**src/rtl/pipeline_hazard_ctrl_pkg.sv**
```systemverilog
// Shared types and constants for the pipeline hazard controller.
package pipeline_ctrl_pkg;

    // Controller state: normal flow or multiply occupying EX.
    typedef enum logic [0:0] {
        StRun = 1'b0,
        StMul = 1'b1
    } state_e;

    localparam int unsigned REG_ZERO        = 0;
    localparam int unsigned MUL_LAT_DEFAULT = 3;
    localparam int unsigned MUL_CNT_W       = 4;

    // Value loaded into the multiply down-counter on entry; entry and
    // release cycles are accounted for separately.
    function automatic logic [MUL_CNT_W-1:0] mul_cnt_init(input int unsigned lat);
        if (lat > 1) begin
            return MUL_CNT_W'(lat - 2);
        end
        return '0;
    endfunction

endpackage

```
**src/rtl/pipeline_hazard_ctrl_if.sv**
```systemverilog
// Hazard inputs from the pipeline stages and the stage-register controls
// returned to them. The pipeline side is the master, the controller the slave.
interface pipeline_hazard_ctrl_if #(
    parameter int unsigned REG_ADDR_W = 5,
    parameter int unsigned CNT_W      = 16
) ();
    logic                  enable;
    logic [REG_ADDR_W-1:0] id_rs1;
    logic [REG_ADDR_W-1:0] id_rs2;
    logic                  id_uses_rs1;
    logic                  id_uses_rs2;
    logic                  ex_mem_read;
    logic [REG_ADDR_W-1:0] ex_rd;
    logic                  ex_is_mul;
    logic                  mem_taken;

    logic                  pc_en;
    logic                  if_id_en;
    logic                  id_ex_en;
    logic                  ex_mem_en;
    logic                  mem_wb_en;
    logic                  if_id_flush;
    logic                  id_ex_flush;
    logic                  ex_mem_flush;
    logic                  mul_busy;
    logic [CNT_W-1:0]      stall_cycles;
    logic [CNT_W-1:0]      flush_events;

    modport master (
        output enable, id_rs1, id_rs2, id_uses_rs1, id_uses_rs2,
               ex_mem_read, ex_rd, ex_is_mul, mem_taken,
        input  pc_en, if_id_en, id_ex_en, ex_mem_en, mem_wb_en,
               if_id_flush, id_ex_flush, ex_mem_flush, mul_busy,
               stall_cycles, flush_events
    );

    modport slave (
        input  enable, id_rs1, id_rs2, id_uses_rs1, id_uses_rs2,
               ex_mem_read, ex_rd, ex_is_mul, mem_taken,
        output pc_en, if_id_en, id_ex_en, ex_mem_en, mem_wb_en,
               if_id_flush, id_ex_flush, ex_mem_flush, mul_busy,
               stall_cycles, flush_events
    );
endinterface

```
**src/rtl/pipeline_hazard_ctrl_sat_counter.sv**
```systemverilog
// Saturating up-counter used for the performance counters.
module sat_counter #(
    parameter int unsigned W = 16
) (
    input  logic         clk,
    input  logic         srst,
    input  logic         inc,
    output logic [W-1:0] count
);
    logic [W-1:0] count_q, count_d;

    // Next value: step by one unless already at all-ones.
    always_comb begin
        count_d = count_q;
        if (inc && (count_q != {W{1'b1}})) begin
            count_d = count_q + W'(1);
        end
    end

    // Counter register with synchronous reset.
    always_ff @(posedge clk) begin
        if (srst) begin
            count_q <= '0;
        end else begin
            count_q <= count_d;
        end
    end

    assign count = count_q;
endmodule

```
**src/rtl/pipeline_hazard_ctrl.sv**
```systemverilog
// Central stall/flush controller: load-use, multiply occupancy of EX and
// control-hazard flushes, with stall/flush performance counters.
module pipeline_hazard_ctrl
    import pipeline_ctrl_pkg::*;
#(
    parameter int unsigned MUL_LAT    = MUL_LAT_DEFAULT,
    parameter int unsigned REG_ADDR_W = 5,
    parameter int unsigned CNT_W      = 16
) (
    input logic                   clk,
    input logic                   srst,
    pipeline_hazard_ctrl_if.slave hz
);
    localparam bit                   MulStall   = (MUL_LAT > 1);
    localparam logic [MUL_CNT_W-1:0] MulCntInit = mul_cnt_init(MUL_LAT);
    localparam logic [REG_ADDR_W-1:0] RegZero   = REG_ADDR_W'(REG_ZERO);

    state_e               state_q, state_d;
    logic [MUL_CNT_W-1:0] mul_cnt_q, mul_cnt_d;

    logic load_use;
    logic pc_en, if_id_en, id_ex_en, ex_mem_en, mem_wb_en;
    logic if_id_flush, id_ex_flush, ex_mem_flush;
    logic stall_inc, flush_inc;

    // Load-use: EX load writes a register the ID instruction reads; x0 never matches.
    always_comb begin
        load_use = hz.ex_mem_read && (hz.ex_rd != RegZero) &&
                   ((hz.id_uses_rs1 && (hz.id_rs1 == hz.ex_rd)) ||
                    (hz.id_uses_rs2 && (hz.id_rs2 == hz.ex_rd)));
    end

    // Next-state and stage controls; everything idles when enable is low.
    always_comb begin
        state_d      = state_q;
        mul_cnt_d    = mul_cnt_q;
        pc_en        = 1'b0;
        if_id_en     = 1'b0;
        id_ex_en     = 1'b0;
        ex_mem_en    = 1'b0;
        mem_wb_en    = 1'b0;
        if_id_flush  = 1'b0;
        id_ex_flush  = 1'b0;
        ex_mem_flush = 1'b0;
        stall_inc    = 1'b0;
        flush_inc    = 1'b0;

        if (hz.enable) begin
            if (hz.mem_taken) begin
                // Redirect wins over any stall detected in the same cycle.
                {pc_en, if_id_en, id_ex_en, ex_mem_en, mem_wb_en} = 5'b11111;
                {if_id_flush, id_ex_flush, ex_mem_flush}          = 3'b111;
                flush_inc = 1'b1;
                state_d   = StRun;
            end else begin
                unique case (state_q)
                    StRun: begin
                        if (hz.ex_is_mul && MulStall) begin
                            // Hold the multiply in EX, drain a bubble into MEM.
                            {ex_mem_en, mem_wb_en} = 2'b11;
                            ex_mem_flush = 1'b1;
                            mul_cnt_d    = MulCntInit;
                            state_d      = StMul;
                            stall_inc    = 1'b1;
                        end else if (load_use) begin
                            // Hold IF/ID, let the load advance, bubble into EX.
                            {id_ex_en, ex_mem_en, mem_wb_en} = 3'b111;
                            id_ex_flush = 1'b1;
                            stall_inc   = 1'b1;
                        end else begin
                            {pc_en, if_id_en, id_ex_en, ex_mem_en, mem_wb_en} = 5'b11111;
                        end
                    end
                    StMul: begin
                        if (mul_cnt_q != '0) begin
                            {ex_mem_en, mem_wb_en} = 2'b11;
                            ex_mem_flush = 1'b1;
                            mul_cnt_d    = mul_cnt_q - MUL_CNT_W'(1);
                            stall_inc    = 1'b1;
                        end else begin
                            // Release: the multiply leaves EX; ex_is_mul refers to it.
                            {pc_en, if_id_en, id_ex_en, ex_mem_en, mem_wb_en} = 5'b11111;
                            state_d = StRun;
                        end
                    end
                    default: begin
                        state_d = StRun;
                    end
                endcase
            end
        end
    end

    // State and multiply down-counter registers.
    always_ff @(posedge clk) begin
        if (srst) begin
            state_q   <= StRun;
            mul_cnt_q <= '0;
        end else begin
            state_q   <= state_d;
            mul_cnt_q <= mul_cnt_d;
        end
    end

    sat_counter #(
        .W(CNT_W)
    ) u_stall_cnt (
        .clk   (clk),
        .srst  (srst),
        .inc   (stall_inc),
        .count (hz.stall_cycles)
    );

    sat_counter #(
        .W(CNT_W)
    ) u_flush_cnt (
        .clk   (clk),
        .srst  (srst),
        .inc   (flush_inc),
        .count (hz.flush_events)
    );

    assign hz.pc_en        = pc_en;
    assign hz.if_id_en     = if_id_en;
    assign hz.id_ex_en     = id_ex_en;
    assign hz.ex_mem_en    = ex_mem_en;
    assign hz.mem_wb_en    = mem_wb_en;
    assign hz.if_id_flush  = if_id_flush;
    assign hz.id_ex_flush  = id_ex_flush;
    assign hz.ex_mem_flush = ex_mem_flush;
    assign hz.mul_busy     = (state_q == StMul);
endmodule

```
**src/flat_wrapper.sv**
```systemverilog
// flat-port wrapper written by rule: the top's interface ports become plain ports
module pipeline_hazard_ctrl_flat import pipeline_ctrl_pkg::*;
#(
    parameter int unsigned MUL_LAT    = MUL_LAT_DEFAULT,
    parameter int unsigned REG_ADDR_W = 5,
    parameter int unsigned CNT_W      = 16
)
  (clk, srst, hz_enable, hz_id_rs1, hz_id_rs2, hz_id_uses_rs1, hz_id_uses_rs2, hz_ex_mem_read, hz_ex_rd, hz_ex_is_mul, hz_mem_taken, hz_pc_en, hz_if_id_en, hz_id_ex_en, hz_ex_mem_en, hz_mem_wb_en, hz_if_id_flush, hz_id_ex_flush, hz_ex_mem_flush, hz_mul_busy, hz_stall_cycles, hz_flush_events);
  pipeline_hazard_ctrl_if #(.REG_ADDR_W(REG_ADDR_W), .CNT_W(CNT_W)) hz_i ();
  input logic clk;
  input logic srst;
  input wire logic [$bits(hz_i.enable)-1:0] hz_enable;
  input wire logic [$bits(hz_i.id_rs1)-1:0] hz_id_rs1;
  input wire logic [$bits(hz_i.id_rs2)-1:0] hz_id_rs2;
  input wire logic [$bits(hz_i.id_uses_rs1)-1:0] hz_id_uses_rs1;
  input wire logic [$bits(hz_i.id_uses_rs2)-1:0] hz_id_uses_rs2;
  input wire logic [$bits(hz_i.ex_mem_read)-1:0] hz_ex_mem_read;
  input wire logic [$bits(hz_i.ex_rd)-1:0] hz_ex_rd;
  input wire logic [$bits(hz_i.ex_is_mul)-1:0] hz_ex_is_mul;
  input wire logic [$bits(hz_i.mem_taken)-1:0] hz_mem_taken;
  output wire logic [$bits(hz_i.pc_en)-1:0] hz_pc_en;
  output wire logic [$bits(hz_i.if_id_en)-1:0] hz_if_id_en;
  output wire logic [$bits(hz_i.id_ex_en)-1:0] hz_id_ex_en;
  output wire logic [$bits(hz_i.ex_mem_en)-1:0] hz_ex_mem_en;
  output wire logic [$bits(hz_i.mem_wb_en)-1:0] hz_mem_wb_en;
  output wire logic [$bits(hz_i.if_id_flush)-1:0] hz_if_id_flush;
  output wire logic [$bits(hz_i.id_ex_flush)-1:0] hz_id_ex_flush;
  output wire logic [$bits(hz_i.ex_mem_flush)-1:0] hz_ex_mem_flush;
  output wire logic [$bits(hz_i.mul_busy)-1:0] hz_mul_busy;
  output wire logic [$bits(hz_i.stall_cycles)-1:0] hz_stall_cycles;
  output wire logic [$bits(hz_i.flush_events)-1:0] hz_flush_events;
  assign hz_i.enable = hz_enable;
  assign hz_i.id_rs1 = hz_id_rs1;
  assign hz_i.id_rs2 = hz_id_rs2;
  assign hz_i.id_uses_rs1 = hz_id_uses_rs1;
  assign hz_i.id_uses_rs2 = hz_id_uses_rs2;
  assign hz_i.ex_mem_read = hz_ex_mem_read;
  assign hz_i.ex_rd = hz_ex_rd;
  assign hz_i.ex_is_mul = hz_ex_is_mul;
  assign hz_i.mem_taken = hz_mem_taken;
  assign hz_pc_en = hz_i.pc_en;
  assign hz_if_id_en = hz_i.if_id_en;
  assign hz_id_ex_en = hz_i.id_ex_en;
  assign hz_ex_mem_en = hz_i.ex_mem_en;
  assign hz_mem_wb_en = hz_i.mem_wb_en;
  assign hz_if_id_flush = hz_i.if_id_flush;
  assign hz_id_ex_flush = hz_i.id_ex_flush;
  assign hz_ex_mem_flush = hz_i.ex_mem_flush;
  assign hz_mul_busy = hz_i.mul_busy;
  assign hz_stall_cycles = hz_i.stall_cycles;
  assign hz_flush_events = hz_i.flush_events;
  pipeline_hazard_ctrl #(.MUL_LAT(MUL_LAT), .REG_ADDR_W(REG_ADDR_W), .CNT_W(CNT_W)) u_core (.clk(clk), .srst(srst), .hz(hz_i));
endmodule
```
**config.mk**
```make
export PLATFORM = sky130hd
export DESIGN_NAME = pipeline_hazard_ctrl_flat
export DESIGN_NICKNAME = d
export VERILOG_FILES = /design/src/rtl/pipeline_hazard_ctrl_pkg.sv /design/src/rtl/pipeline_hazard_ctrl_if.sv /design/src/rtl/pipeline_hazard_ctrl_sat_counter.sv /design/src/rtl/pipeline_hazard_ctrl.sv /design/src/flat_wrapper.sv
export SDC_FILE = /design/constraint.sdc
export NUM_CORES = 1
export LEC_CHECK = 0
export BUFFER_PORTS_ARGS = -buffer_cell sky130_fd_sc_hd__buf_2
export CAP_MARGIN = 20
export CORE_ASPECT_RATIO = 0.75
export CORE_MARGIN = 5
export CORE_UTILIZATION = 35
export CTS_BUF_LIST = sky130_fd_sc_hd__clkbuf_8 sky130_fd_sc_hd__clkbuf_16
export DETAILED_ROUTE_END_ITERATION = 8
export PLACE_DENSITY = 0.6
export RECOVER_POWER = 100
export SLEW_MARGIN = 5
export SYNTH_ARGS = -nofsm -noshare
export SYNTH_HDL_FRONTEND = slang
export SYNTH_SLANG_ARGS = --single-unit
```
**constraint.sdc**
```tcl
create_clock -name clk -period 2.1 [get_ports clk]
set_input_delay 0 -clock clk [delete_from_list [all_inputs] [get_ports clk]]
set_output_delay 0 -clock clk [all_outputs]
set_load 0.02 [all_outputs]
```
==> results_dict.tcl <==
set metrics [dict create \
    diodes 0 \
    syn_nets 269 \
    grt_pass1_wl_um 8880 \
    synth_warnings 0 \
    worst_slack_ps 5.042 \
    placed_area_sq_mm 0.002537 \
    min_path_type "primary input to flop" \
    avgSynthCellArea_sq_um 8.231 \
    start_util_pct 36.62 \
    min_period_over_period_pct 99.76 \
    postRouteAntennaNets 0 \
    clkLatencyLatePin_ps 280 \
    drive_gt1_share_pct 22.96 \
    register_area_sq_um 745.7 \
    cts_max_level 2 \
    worstMarginPinSlew_ps 676.1 \
    rsz0062_at_grt "true" \
    use_met2_pct 22.78 \
    final_cell_mix "clkbuf_1, dfxtp_1, nor2_1, buf_2, buf_4" \
    cts-hold-fix-buffers 0 \
    cp-end-kind "flop" \
    start_kind "flop" \
    avgRoutedWirePerCell_um 12.71 \
    hpwl_um 3750 \
    async_flop_share_pct 0 \
    timing.fmax_ghz 0.4773 \
    cts_tree "yes" \
    grt_util_met3_pct 4.209 \
    final_area_sq_mm 0.002661 \
    vias 2019 \
    clockPowerShare_pct 37.8 \
    multi_input_area_sq_mm 0.001182 \
    final_nets 357 \
    io_buffers 63 \
    crit_path_max_fanout 13 \
    p_seq_share_pct 49.2 \
    r2r_cells 9 \
    relSlewSlack_pct 54.93 \
    hold_viol_final 0 \
    path_class "flop to flop" \
    p_sw_uw 365.8 \
    ys_types 40 \
    final_util_pct 48.93 \
    power.total_mw 1.458 \
    maxCapViolCount 0 \
    synth_top_flop_cell "dfxtp_1" \
    hold_slack_ps 42.80 \
    yosysSeqAreaShare_pct 37.19 \
    skew_ps 5.753 \
    synthesis.instances 242 \
    pre_cts_ws_ps -58.32 \
    dr.pass1.iters 4 \
    clk_pin_slew_worst_paths_ps 80 \
    internal_power_mw 1.092 \
    synth_edf_count 0 \
    power_frac_comb_pct 13.0 \
    syn_area_sq_mm 0.001992 \
    post-route-min-period_ps 2095 \
    numCtsBuffers 5 \
    grt_max_degree 38 \
    placed_cells 395 \
    clock_tree.root_cell "clkbuf_8" \
    pin_count 64 \
    final_common_cell "clkbuf_1" \
    die_w_um 97.11 \
    first_global_vias 1953 \
    arrival_ps 2310 \
    core_region_area_sq_mm 0.005439 \
    grt_antenna_before_repair 0 \
    route.detailed.drc 0 \
    cts_max_path_buffers 2 \
    vias_per_cell 4.973 \
    synth_seq_cells 37 \
    tns_ps 0 \
    area_growth_pct 33.61 \
    place_congestion 0.8176 \
    busiest_layer "met2" \
    grt_use_total_pct 14.55 \
    irDropWorstVdd_v 0.0004067 \
    overflow 0 \
    die_y_um 75.34 \
    die_area_sq_mm 0.007316 \
    cts_sinks 37 \
    swShare_pct 25.09 \
    rows 23 \
    leakage_nw 0.9576 \
    cp_data_required_time_ps 2320 \
    postRouteWirelength_um 5161 \
    cellPowerDensity_mw_per_mm2 547.7 \
    run_status "finished, final reports clean" \
    initialDrtViolationCount 86 \
    finalSetupViolCount 0 \
    maxSlewViolCount 0 \
    holdPathStages 3 \
    layout.cells.non_filler 406 \
    grt_util_met1_pct 19.66 \
    fill_cells 570 \
]
==> state kept, by name, summed over array words and instances, names as in the netlist <==
name / count
u_core.mul_cnt_q: 4
u_core.u_stall_cnt.count: 16
u_core.u_flush_cnt.count: 16
u_core.hz.mul_busy: 1
==> worst paths after layout <==
kind	startpoint	to	slack (ps)
max	u_core.mul_cnt_q[0]	u_core.u_stall_cnt.count[7]	5
min	hz_enable	u_core.hz.mul_busy	40
max reg2reg	u_core.mul_cnt_q[0]	u_core.u_stall_cnt.count[7]	5
min reg2reg	u_core.u_stall_cnt.count[6]	u_core.u_stall_cnt.count[6]	510
==> metal layers <==
metal,vias to the layer above,routed length (um)
met5,-,0
met4,0,55
met3,4,311
met2,53,2146
met1,915,2648
li1,1047,-
==> timing repair <==
action | CTS | global route
buffers inserted | 0 | 1
pin swaps | 3 | 3
resized for setup | 5 | 9
cloned | 1 | 1
setup endpoints to repair | 12 | 18
==> synthesized netlist by cell type, drive strengths merged (3+ instances only) <==
library cell	instances	share of area, %
nor3b	3	1.1
nor3	8	2.3
clkbuf	3	0.57
o21ai	19	4.8
nand2	17	3.2
xor2	7	3.1
inv	9	1.7
and4	5	2.2
or3	15	4.7
xnor2	16	7.0
ha	4	2.5
a21oi	19	4.8
nor2	24	4.5
dfxtp	37	37
and3	5	1.6
nand3	11	2.8
nand4	10	3.1
buf	7	2.8
==> worst max-delay path: stages, from the launching register on <==
cell      delay [ps]
dfxtp_2          340
inv_2             50
ha_4             140
nor4bb_4         140
or3b_4           380
a311oi_2         210
a22oi_2          120
buf_12           170
or3_1            350
a21oi_1          140
==> power by group through the flow <==
stage | Combinational (mW) | Sequential, mW | Clock (mW)
2_1_floorplan | 0.106 | 0.741 | 0
6_report | 0.190 | 0.717 | 0.551
5_1_grt | 0.210 | 0.718 | 0.602
3_5_place_dp | 0.183 | 0.732 | 0
4_1_cts | 0.193 | 0.717 | 0.572
3_3_place_gp | 0.181 | 0.732 | 0
==> cell type report <==
| cell class | count | area share (%) |
|---|---|---|
| sequential | 37 | 28.02 |
| inverter | 9 | 1.269 |
| multi-input combinational | 186 | 44.43 |
| tap | 75 | 3.526 |
| clock buffer | 7 | 3.620 |
| timing repair buffer | 91 | 18.95 |
| clock inverter | 1 | 0.1881 |
==> cell families (layout without fill, tap and decap cells) <==
family | after synthesis | count (layout) | synth area share, %
AOI/OAI and AO/OA | 48 | 48 | 13.94
xor gates and xnor gates | 23 | 23 | 10.11
adders and majority gates | 4 | 4 | 2.513
buffers and inverters | 19 | 108 | 5.088
DFF | 37 | 37 | 37.19
muxes | 1 | 1 | 0.5025
and+or+nand+nor | 110 | 110 | 30.65
(Power assumes the default switching activity.)
